===== src/rtl/hazard_if.sv =====
// Pipeline-to-hazard-controller signal bundle: hazard sources from ID/EX/MEM
// toward the controller, stage hold/stall/flush controls back to the pipeline.
interface hazard_if;
    logic [3:0] id_raddr1;
    logic [3:0] id_raddr2;
    logic       id_ruse1;
    logic       id_ruse2;
    logic [3:0] ex_waddr;
    logic       ex_rfwen;
    logic       ex_memrd;
    logic       ex_branch_taken;
    logic       mem_req;
    logic       mem_ready;
    logic       pc_hold;
    logic       ifid_hold;
    logic       ifid_flush;
    logic       idex_stall;
    logic       idex_flush;
    logic       exmem_hold;
    logic       memwb_bubble;
    logic       mem_timeout;
    logic [1:0] state;

    modport master (
        output id_raddr1, id_raddr2, id_ruse1, id_ruse2, ex_waddr, ex_rfwen,
               ex_memrd, ex_branch_taken, mem_req, mem_ready,
        input  pc_hold, ifid_hold, ifid_flush, idex_stall, idex_flush,
               exmem_hold, memwb_bubble, mem_timeout, state
    );

    modport slave (
        input  id_raddr1, id_raddr2, id_ruse1, id_ruse2, ex_waddr, ex_rfwen,
               ex_memrd, ex_branch_taken, mem_req, mem_ready,
        output pc_hold, ifid_hold, ifid_flush, idex_stall, idex_flush,
               exmem_hold, memwb_bubble, mem_timeout, state
    );
endinterface


===== src/rtl/hazard_ctrl.sv =====
// Hazard/stall controller for the five-stage CPU: memory wait > branch flush > load-use.
// Optional HAZARD_PERF_CNT_EN adds saturating stall_cnt / flush_cnt outputs.
module hazard_ctrl #(
    parameter int         FLUSH_CYCLES = 1,
    parameter int         MEM_TIMEOUT  = 255,
    parameter logic [3:0] NOREG        = 4'hF
) (
    input  logic        clk,
    input  logic        rst,
`ifdef HAZARD_PERF_CNT_EN
    output logic [15:0] stall_cnt,
    output logic [15:0] flush_cnt,
`endif
    hazard_if.slave     hz
);
    localparam int            TW          = $clog2(MEM_TIMEOUT + 1);
    localparam logic [TW-1:0] TIMEOUT_VAL = TW'(MEM_TIMEOUT);
    localparam logic [2:0]    FLUSH_LAST  = 3'(FLUSH_CYCLES - 1);

    typedef enum logic [1:0] {
        RUN      = 2'd0,
        MEMWAIT  = 2'd1,
        REDIRECT = 2'd2
    } state_t;

    state_t        state_reg, state_next;
    logic [2:0]    redirect_cnt_reg, redirect_cnt_next;
    logic [TW-1:0] wait_cnt_reg, wait_cnt_next;
    logic          timeout_reg, timeout_next;
    logic          mem_wait, branch_flush, load_use;

    always_ff @(posedge clk) begin
        if (rst) begin
            state_reg        <= RUN;
            redirect_cnt_reg <= '0;
            wait_cnt_reg     <= '0;
            timeout_reg      <= 1'b0;
        end else begin
            state_reg        <= state_next;
            redirect_cnt_reg <= redirect_cnt_next;
            wait_cnt_reg     <= wait_cnt_next;
            timeout_reg      <= timeout_next;
        end
    end

    always_comb begin
        state_next        = state_reg;
        redirect_cnt_next = redirect_cnt_reg;
        wait_cnt_next     = wait_cnt_reg;
        timeout_next      = timeout_reg;
        hz.pc_hold        = 1'b0;
        hz.ifid_hold      = 1'b0;
        hz.ifid_flush     = 1'b0;
        hz.idex_stall     = 1'b0;
        hz.idex_flush     = 1'b0;
        hz.exmem_hold     = 1'b0;
        hz.memwb_bubble   = 1'b0;

        mem_wait     = hz.mem_req & ~hz.mem_ready;
        branch_flush = ~mem_wait & (((state_reg == RUN) & hz.ex_branch_taken) |
                                    (state_reg == REDIRECT));
        load_use     = hz.ex_rfwen & hz.ex_memrd & (hz.ex_waddr != NOREG) &
                       ((hz.id_ruse1 & (hz.id_raddr1 == hz.ex_waddr)) |
                        (hz.id_ruse2 & (hz.id_raddr2 == hz.ex_waddr)));

        case (state_reg)
            RUN: begin
                if (mem_wait) begin
                    state_next = MEMWAIT;
                end else if (hz.ex_branch_taken && FLUSH_CYCLES > 1) begin
                    state_next        = REDIRECT;
                    redirect_cnt_next = '0;
                end
            end
            MEMWAIT: begin
                if (hz.mem_ready) begin
                    state_next    = RUN;
                    wait_cnt_next = '0;
                end else if (wait_cnt_reg != TIMEOUT_VAL) begin
                    // Counter saturates so a long wait cannot wrap it.
                    wait_cnt_next = wait_cnt_reg + TW'(1);
                    if (wait_cnt_next == TIMEOUT_VAL)
                        timeout_next = 1'b1;
                end
            end
            REDIRECT: begin
                // A stalled pipeline does not consume flush cycles.
                if (!mem_wait) begin
                    if (3'(redirect_cnt_reg + 3'd1) == FLUSH_LAST) begin
                        state_next        = RUN;
                        redirect_cnt_next = '0;
                    end else begin
                        redirect_cnt_next = redirect_cnt_reg + 3'd1;
                    end
                end
            end
            default: state_next = RUN;
        endcase

        if (!rst) begin
            if (mem_wait) begin
                hz.pc_hold      = 1'b1;
                hz.ifid_hold    = 1'b1;
                hz.exmem_hold   = 1'b1;
                hz.memwb_bubble = 1'b1;
            end else if (branch_flush) begin
                hz.ifid_flush = 1'b1;
                hz.idex_flush = 1'b1;
            end else if (load_use) begin
                hz.pc_hold    = 1'b1;
                hz.ifid_hold  = 1'b1;
                hz.idex_stall = 1'b1;
            end
        end
    end

    assign hz.mem_timeout = timeout_reg & ~rst;
    assign hz.state       = rst ? 2'd0 : state_reg;

`ifdef HAZARD_PERF_CNT_EN
    logic [15:0] stall_cnt_reg, flush_cnt_reg;

    always_ff @(posedge clk) begin
        if (rst) begin
            stall_cnt_reg <= '0;
            flush_cnt_reg <= '0;
        end else begin
            if (hz.pc_hold && stall_cnt_reg != 16'hFFFF)
                stall_cnt_reg <= stall_cnt_reg + 16'd1;
            if (hz.idex_flush && flush_cnt_reg != 16'hFFFF)
                flush_cnt_reg <= flush_cnt_reg + 16'd1;
        end
    end

    assign stall_cnt = rst ? 16'd0 : stall_cnt_reg;
    assign flush_cnt = rst ? 16'd0 : flush_cnt_reg;
`endif
endmodule


===== src/flat_wrapper.sv =====
// flat-port wrapper written by rule: the top's interface ports become plain ports
module hazard_ctrl_flat 
#(
    parameter int         FLUSH_CYCLES = 1,
    parameter int         MEM_TIMEOUT  = 255,
    parameter logic [3:0] NOREG        = 4'hF
)
  (clk, rst, hz_id_raddr1, hz_id_raddr2, hz_id_ruse1, hz_id_ruse2, hz_ex_waddr, hz_ex_rfwen, hz_ex_memrd, hz_ex_branch_taken, hz_mem_req, hz_mem_ready, hz_pc_hold, hz_ifid_hold, hz_ifid_flush, hz_idex_stall, hz_idex_flush, hz_exmem_hold, hz_memwb_bubble, hz_mem_timeout, hz_state);
  hazard_if hz_i ();
  input  logic clk;
  input  logic rst;
  input wire logic [$bits(hz_i.id_raddr1)-1:0] hz_id_raddr1;
  input wire logic [$bits(hz_i.id_raddr2)-1:0] hz_id_raddr2;
  input wire logic [$bits(hz_i.id_ruse1)-1:0] hz_id_ruse1;
  input wire logic [$bits(hz_i.id_ruse2)-1:0] hz_id_ruse2;
  input wire logic [$bits(hz_i.ex_waddr)-1:0] hz_ex_waddr;
  input wire logic [$bits(hz_i.ex_rfwen)-1:0] hz_ex_rfwen;
  input wire logic [$bits(hz_i.ex_memrd)-1:0] hz_ex_memrd;
  input wire logic [$bits(hz_i.ex_branch_taken)-1:0] hz_ex_branch_taken;
  input wire logic [$bits(hz_i.mem_req)-1:0] hz_mem_req;
  input wire logic [$bits(hz_i.mem_ready)-1:0] hz_mem_ready;
  output wire logic [$bits(hz_i.pc_hold)-1:0] hz_pc_hold;
  output wire logic [$bits(hz_i.ifid_hold)-1:0] hz_ifid_hold;
  output wire logic [$bits(hz_i.ifid_flush)-1:0] hz_ifid_flush;
  output wire logic [$bits(hz_i.idex_stall)-1:0] hz_idex_stall;
  output wire logic [$bits(hz_i.idex_flush)-1:0] hz_idex_flush;
  output wire logic [$bits(hz_i.exmem_hold)-1:0] hz_exmem_hold;
  output wire logic [$bits(hz_i.memwb_bubble)-1:0] hz_memwb_bubble;
  output wire logic [$bits(hz_i.mem_timeout)-1:0] hz_mem_timeout;
  output wire logic [$bits(hz_i.state)-1:0] hz_state;
  assign hz_i.id_raddr1 = hz_id_raddr1;
  assign hz_i.id_raddr2 = hz_id_raddr2;
  assign hz_i.id_ruse1 = hz_id_ruse1;
  assign hz_i.id_ruse2 = hz_id_ruse2;
  assign hz_i.ex_waddr = hz_ex_waddr;
  assign hz_i.ex_rfwen = hz_ex_rfwen;
  assign hz_i.ex_memrd = hz_ex_memrd;
  assign hz_i.ex_branch_taken = hz_ex_branch_taken;
  assign hz_i.mem_req = hz_mem_req;
  assign hz_i.mem_ready = hz_mem_ready;
  assign hz_pc_hold = hz_i.pc_hold;
  assign hz_ifid_hold = hz_i.ifid_hold;
  assign hz_ifid_flush = hz_i.ifid_flush;
  assign hz_idex_stall = hz_i.idex_stall;
  assign hz_idex_flush = hz_i.idex_flush;
  assign hz_exmem_hold = hz_i.exmem_hold;
  assign hz_memwb_bubble = hz_i.memwb_bubble;
  assign hz_mem_timeout = hz_i.mem_timeout;
  assign hz_state = hz_i.state;
  hazard_ctrl #(.FLUSH_CYCLES(FLUSH_CYCLES), .MEM_TIMEOUT(MEM_TIMEOUT), .NOREG(NOREG)) u_core (.clk(clk), .rst(rst), .hz(hz_i));
endmodule

===== config.mk =====
export PLATFORM = sky130hd
export DESIGN_NAME = hazard_ctrl_flat
export DESIGN_NICKNAME = d
export VERILOG_FILES = /design/src/rtl/hazard_if.sv /design/src/rtl/hazard_ctrl.sv /design/src/flat_wrapper.sv
export SDC_FILE = /design/constraint.sdc
export NUM_CORES = 1
export LEC_CHECK = 0
export BUFFER_PORTS_ARGS = -buffer_cell sky130_fd_sc_hd__buf_4
export CORE_MARGIN = 2
export CORE_UTILIZATION = 40
export CTS_CLUSTER_DIAMETER = 50
export DETAILED_ROUTE_END_ITERATION = 7
export GPL_TIMING_DRIVEN = 0
export PLACE_DENSITY_LB_ADDON = 0.1
export SLEW_MARGIN = 10
export SYNTH_ARGS = -nofsm -noshare
export SYNTH_HDL_FRONTEND = slang
export SYNTH_SLANG_ARGS = --single-unit

===== constraint.sdc =====
create_clock -name clk -period 2.8 [get_ports clk]
set_input_delay 0 -clock clk [delete_from_list [all_inputs] [get_ports clk]]
set_output_delay 0 -clock clk [all_outputs]
set_load 0.005 [all_outputs]

Word level (Yosys, flattened, before mapping)
Cells that the tools add are included.
{ "totals": {"ff_bits": 14, "latch_bits": 0, "mem_bits_rw": 0, "mem_bits_ro": 0, "input_bits": 21, "output_inout_bits": 10, "word_cells": 58, "memories": 0} }
{ "classes": {"addsub": 2, "mul": 0, "div": 0, "n_lt_le_gt_ge": 0, "n_eq_ne": 11, "shift": 0, "n_mux": 20, "n_bitwise": 14, "reduce_logical": 7} }
{ "ops": {"columns": ["operator", "n"], "rows": [
  ["$mux W8", 2],
  ["$mux W1", 11],
  ["$mux W2", 5],
  ["$and A1 B1 Y1", 9],
  ["$add A8 B1 Y8 const B", 1],
  ["$eq A4 B4 Y1", 2],
  ["$eq A8 B8 Y1 const B", 1],
  ["$ne A8 B8 Y1 const B", 1],
  ["$reduce_and A4 Y1", 2],
  ["$ne A2 B2 Y1 const B", 3],
  ["$pmux W2 S3", 1],
  ["$ne A4 B4 Y1 const B", 1],
  ["$reduce_and A2 Y1", 2],
  ["$add A3 B1 Y3 const B", 1],
  ["$logic_not A3 Y1", 1],
  ["$mux W3", 1],
  ["$not A1 Y1", 3],
  ["$eq A2 B1 Y1 const B", 1],
  ["$eq A2 B2 Y1 const B", 1],
  ["$logic_not A2 Y1", 1],
  ["$ne A2 B1 Y1 const B", 1],
  ["$or A1 B1 Y1", 2],
  ["$reduce_bool A2 Y1", 1]
]} }

Logic depth before layout (Yosys ltp)
{ "depth": {"ltp_word": 8, "depth_mapped": 7, "depth_no_buf": 6} }

Least setup slack after synthesis
No wires, ideal clock.
{ "synth_path": {"path_type": "reg2reg", "startpoint": "register u_core.wait_cnt_reg[1]", "endpoint": "register u_core.wait_cnt_reg[3]", "setup_time_ns": 0.128, "t_arrival_ns": 1.527, "required_time_ns": 2.672, "setup_slack_ns": 1.146, "path_stages_with_launch": 8, "n_path_buf": 1, "synth_period_minus_slack_ns": 1.654, "cell_sequence": "dfxtp_1 ha_1 and4_1 nand4_2 and3_4 buf_6 a41oi_1 a31oi_1"} }
{ "synth_via": {"elab_chain_len": 3, "elab_cells_between_ends": 6, "cone_classes": "add/sub (1); eq/ne (1); mux (2); reduce/logical (2)"} }
{ "synth_rtl": {"columns": ["item", "line", "rtl"], "rows": [
  ["from (decl)", "hazard_ctrl.sv:28", "logic [TW-1:0] wait_cnt_reg, wait_cnt_next;"],
  ["from (signal assigned)", "hazard_ctrl.sv:41", "wait_cnt_reg <= wait_cnt_next;"],
  ["$add A8 B1 Y8 or $ne A8 B8 Y1 (tied branches)", "hazard_ctrl.sv:81, hazard_ctrl.sv:79", null],
  ["$mux W8 or $reduce_bool A2 Y1 (tied branches)", null, null],
  ["$mux W8 or $reduce_and A2 Y1 (tied branches)", null, null]
]} }
Several ways; a longest one is shown, not always the timed one. The select of a mux whose other input is x is not followed.
A chain may end at the register's enable or synchronous reset.

Worst setup path after layout
Ends and elaborated chain as after synthesis.

==> run metrics <==
TritonCTS clock tree=yes; Worst path top cell family by delay=simple AND/OR/NAND/NOR gates; Synth Area in Simple Gates=0.2594; WL per Instance=10.70 um; largest net degree at the start of global routing=11; Clock Pin Slew Worst Setup and Hold Paths=70 ps; io pins=31; first-pass GRT wire length=around 2600 um; clock root buffer=clkbuf_4; Worst Path Buf+Inv=1; status=completed; initial antenna violation count=0; Die ar.=2192 um^2; Critical Path Sink Type=register; asr flop ratio synth=0; Fin Setup TNS=0 ps; startpoint types=register; CP max-delay cell=dfxtp_1; Synth top area share=0.2730; Die Wd=46.82 um; vias in the first global route=653; DRT iter0 DRCs=10; Syn. warnings=0; post-synth cell types=34; WL final=1584 um; Core ar.=1727 um^2; static leakage=0.4556 nW; Tmin final=1825 ps; Synth Register Bits=10; placed wire-length estimate=1303 um; worst path cell trace=ha_1 > and4_1 > nand4_2 > and3_4 > buf_6 > a41oi_1 > a31oi_1; f_max=547.9 MHz; total chip power=approximately 0.31 mW; standard-cell rows=15; DR vias/cell=approximately 5.0; maximum fanout along the worst path=8; clock buffer depth=2; worst reg2reg path depth=7; DRC=0; die height=between 40 and 50 um; clk sinks=10; Synth area leader=dfxtp_1; Mean Syn Cell Area=8.147 um^2; port bufs=29; Post-Synth XOR/XNOR Area=0.1433; Synth top cells by count=dfxtp_1 (10), nand2_1 (9), xor2_1 (7); Crit. path cell count=7; Pre-antenna DRT Iters=4; Synth Area in Compound Gates=0.1809; syn_nets=between 100 and 150; most frequent cell after synthesis=dfxtp_1; endpoints failing setup=0; max reg flops=8; share of layout cells above drive strength 1=0.3496; GRT Resource Usage Total=0.1714; worst-skew pair later-pin latency=270 ps; Post CTS Setup Buffer Count=0; Max-Cap Viols=0; max incr delay on CP=400 ps; pwr/cell area=between 300 and 400 nW/um^2; Crit path required time=~3000 ps; hold crit path type=in -> reg; initial cell density of the core=0.4246; critical path type=reg -> reg; main combinational cell family by area after synthesis=simple AND/OR/NAND/NOR gates; Hold Crit Depth=3; vias post-DR=738; Post-synth EDFFs=0; mux cell area share after synthesis=0; unrepaired setup endpoints after global routing=no; nets=148; Synth Area in Adders=0.03413; post-route ant nets=0; total grt overflow=0; max-slew violation count=0; top post-synthesis cells by area=dfxtp_1 (27%), xor2_1 (8.4%), xnor2_1 (6.0%); VDD IR max=about 0.11 mV; post_cts resized=0; post-synthesis cell area=about 730 um^2; CTS HTree Levels=1; Mapped Cells=90; Hold Violations, Final=0; ys flop type=dfxtp_1; Syn-to-layout area delta=38.40%; final critical-path share of the clock period=0.6519; Layout Skew=around 3.3 ps; Final GP Congestion=0.8261; ant diodes=0; Seq/Total Area, Yosys=0.2730; Critical Path AT=1970 ps; TritonCTS buffer count=3
==> metal layers <==
layer,global-route usage,part of all wire
met1,0.2084,0.43
met2,0.2658,0.47
met3,0.04231,0.071
met4,0.1167,0.028
met5,0,0
==> worst paths after layout <==
check | end | slack (ps) | from
setup / recovery | u_core.wait_cnt_reg[3] | 970 | u_core.wait_cnt_reg[1]
hold / removal | u_core.state_reg[0] | 4 | rst
setup reg to reg | u_core.wait_cnt_reg[3] | 970 | u_core.wait_cnt_reg[1]
hold reg to reg | u_core.wait_cnt_reg[7] | 510 | u_core.wait_cnt_reg[7]
==> stage by stage <==
| stage | std cells | setup WS [ps] | instance area (um^2) | util | hold WS [ps] |
|---|---|---|---|---|---|
| 2_1_floorplan | 90 | 1146 | 733.2 | - | 55.45 |
| 3_3_place_gp | 144 | 988.9 | 982.2 | 0.5688 | 226.1 |
| 3_5_place_dp | 144 | 988.5 | 982.2 | 0.5688 | 229.5 |
| 4_1_cts | 148 | 968.3 | 1015 | 0.5877 | 7.006 |
| 5_1_grt | 148 | 831.2 | 1015 | 0.5877 | 24.47 |
| 6_report | 148 | 974.7 | 1015 | 0.5877 | 4.416 |
==> cell type report <==
type,instances,area (um^2)
Buffer,8,61.31
Clock buffer,3,22.52
Fill cell,175,711.9
Inverter,4,15.01
Multi-Input combinational cell,68,456.7
Sequential cell,10,200.2
Tap cell,25,31.28
Timing Repair Buffer,30,227.7
==> cell families after synthesis <==
| group | Yosys count |
|---|---|
| adders and majority gates | 2 |
| buffers and inverters | 12 |
| and+or+nand+nor | 34 |
| other | 1 |
| xor gates and xnor gates | 12 |
| DFF | 10 |
| AOI/OAI and AO/OA | 19 |
==> cell usage in the layout (no fill, tap or decap), types with 3 or more instances in the layout <==
master and instances:
a31oi_1 3, nand3_1 5, nor2_1 5, buf_4 33
dfxtp_1 10, nand2_1 9, clkbuf_4 3, xnor2_1 5
inv_1 4, xor2_1 7, a21oi_1 5, nor2b_1 3
==> tightest hold or removal path, delay by kind of cell <==
| kind | cells | cell delay [ps] |
|---|---|---|
| buffers and inverters | 1 | 80 |
| AND/OR/NAND/NOR | 1 | 50 |
| AO/OA/AOI/OAI | 1 | 100 |
==> power by group <==
group | switching [mW] | total [mW] | internal [mW]
Combinational | 0.0268 | 0.0668 | 0.0400
Clock | 0.0526 | 0.102 | 0.0498
Sequential | 0.000907 | 0.144 | 0.143
Total | 0.0803 | 0.314 | 0.233
==> timing repair <==
item	4_1_cts	5_1_grt
endpoints found under the hold margin	1	0
endpoints found under the setup margin	0	0
hold buffers	1	0
Power figures use the tool's default switching activity.
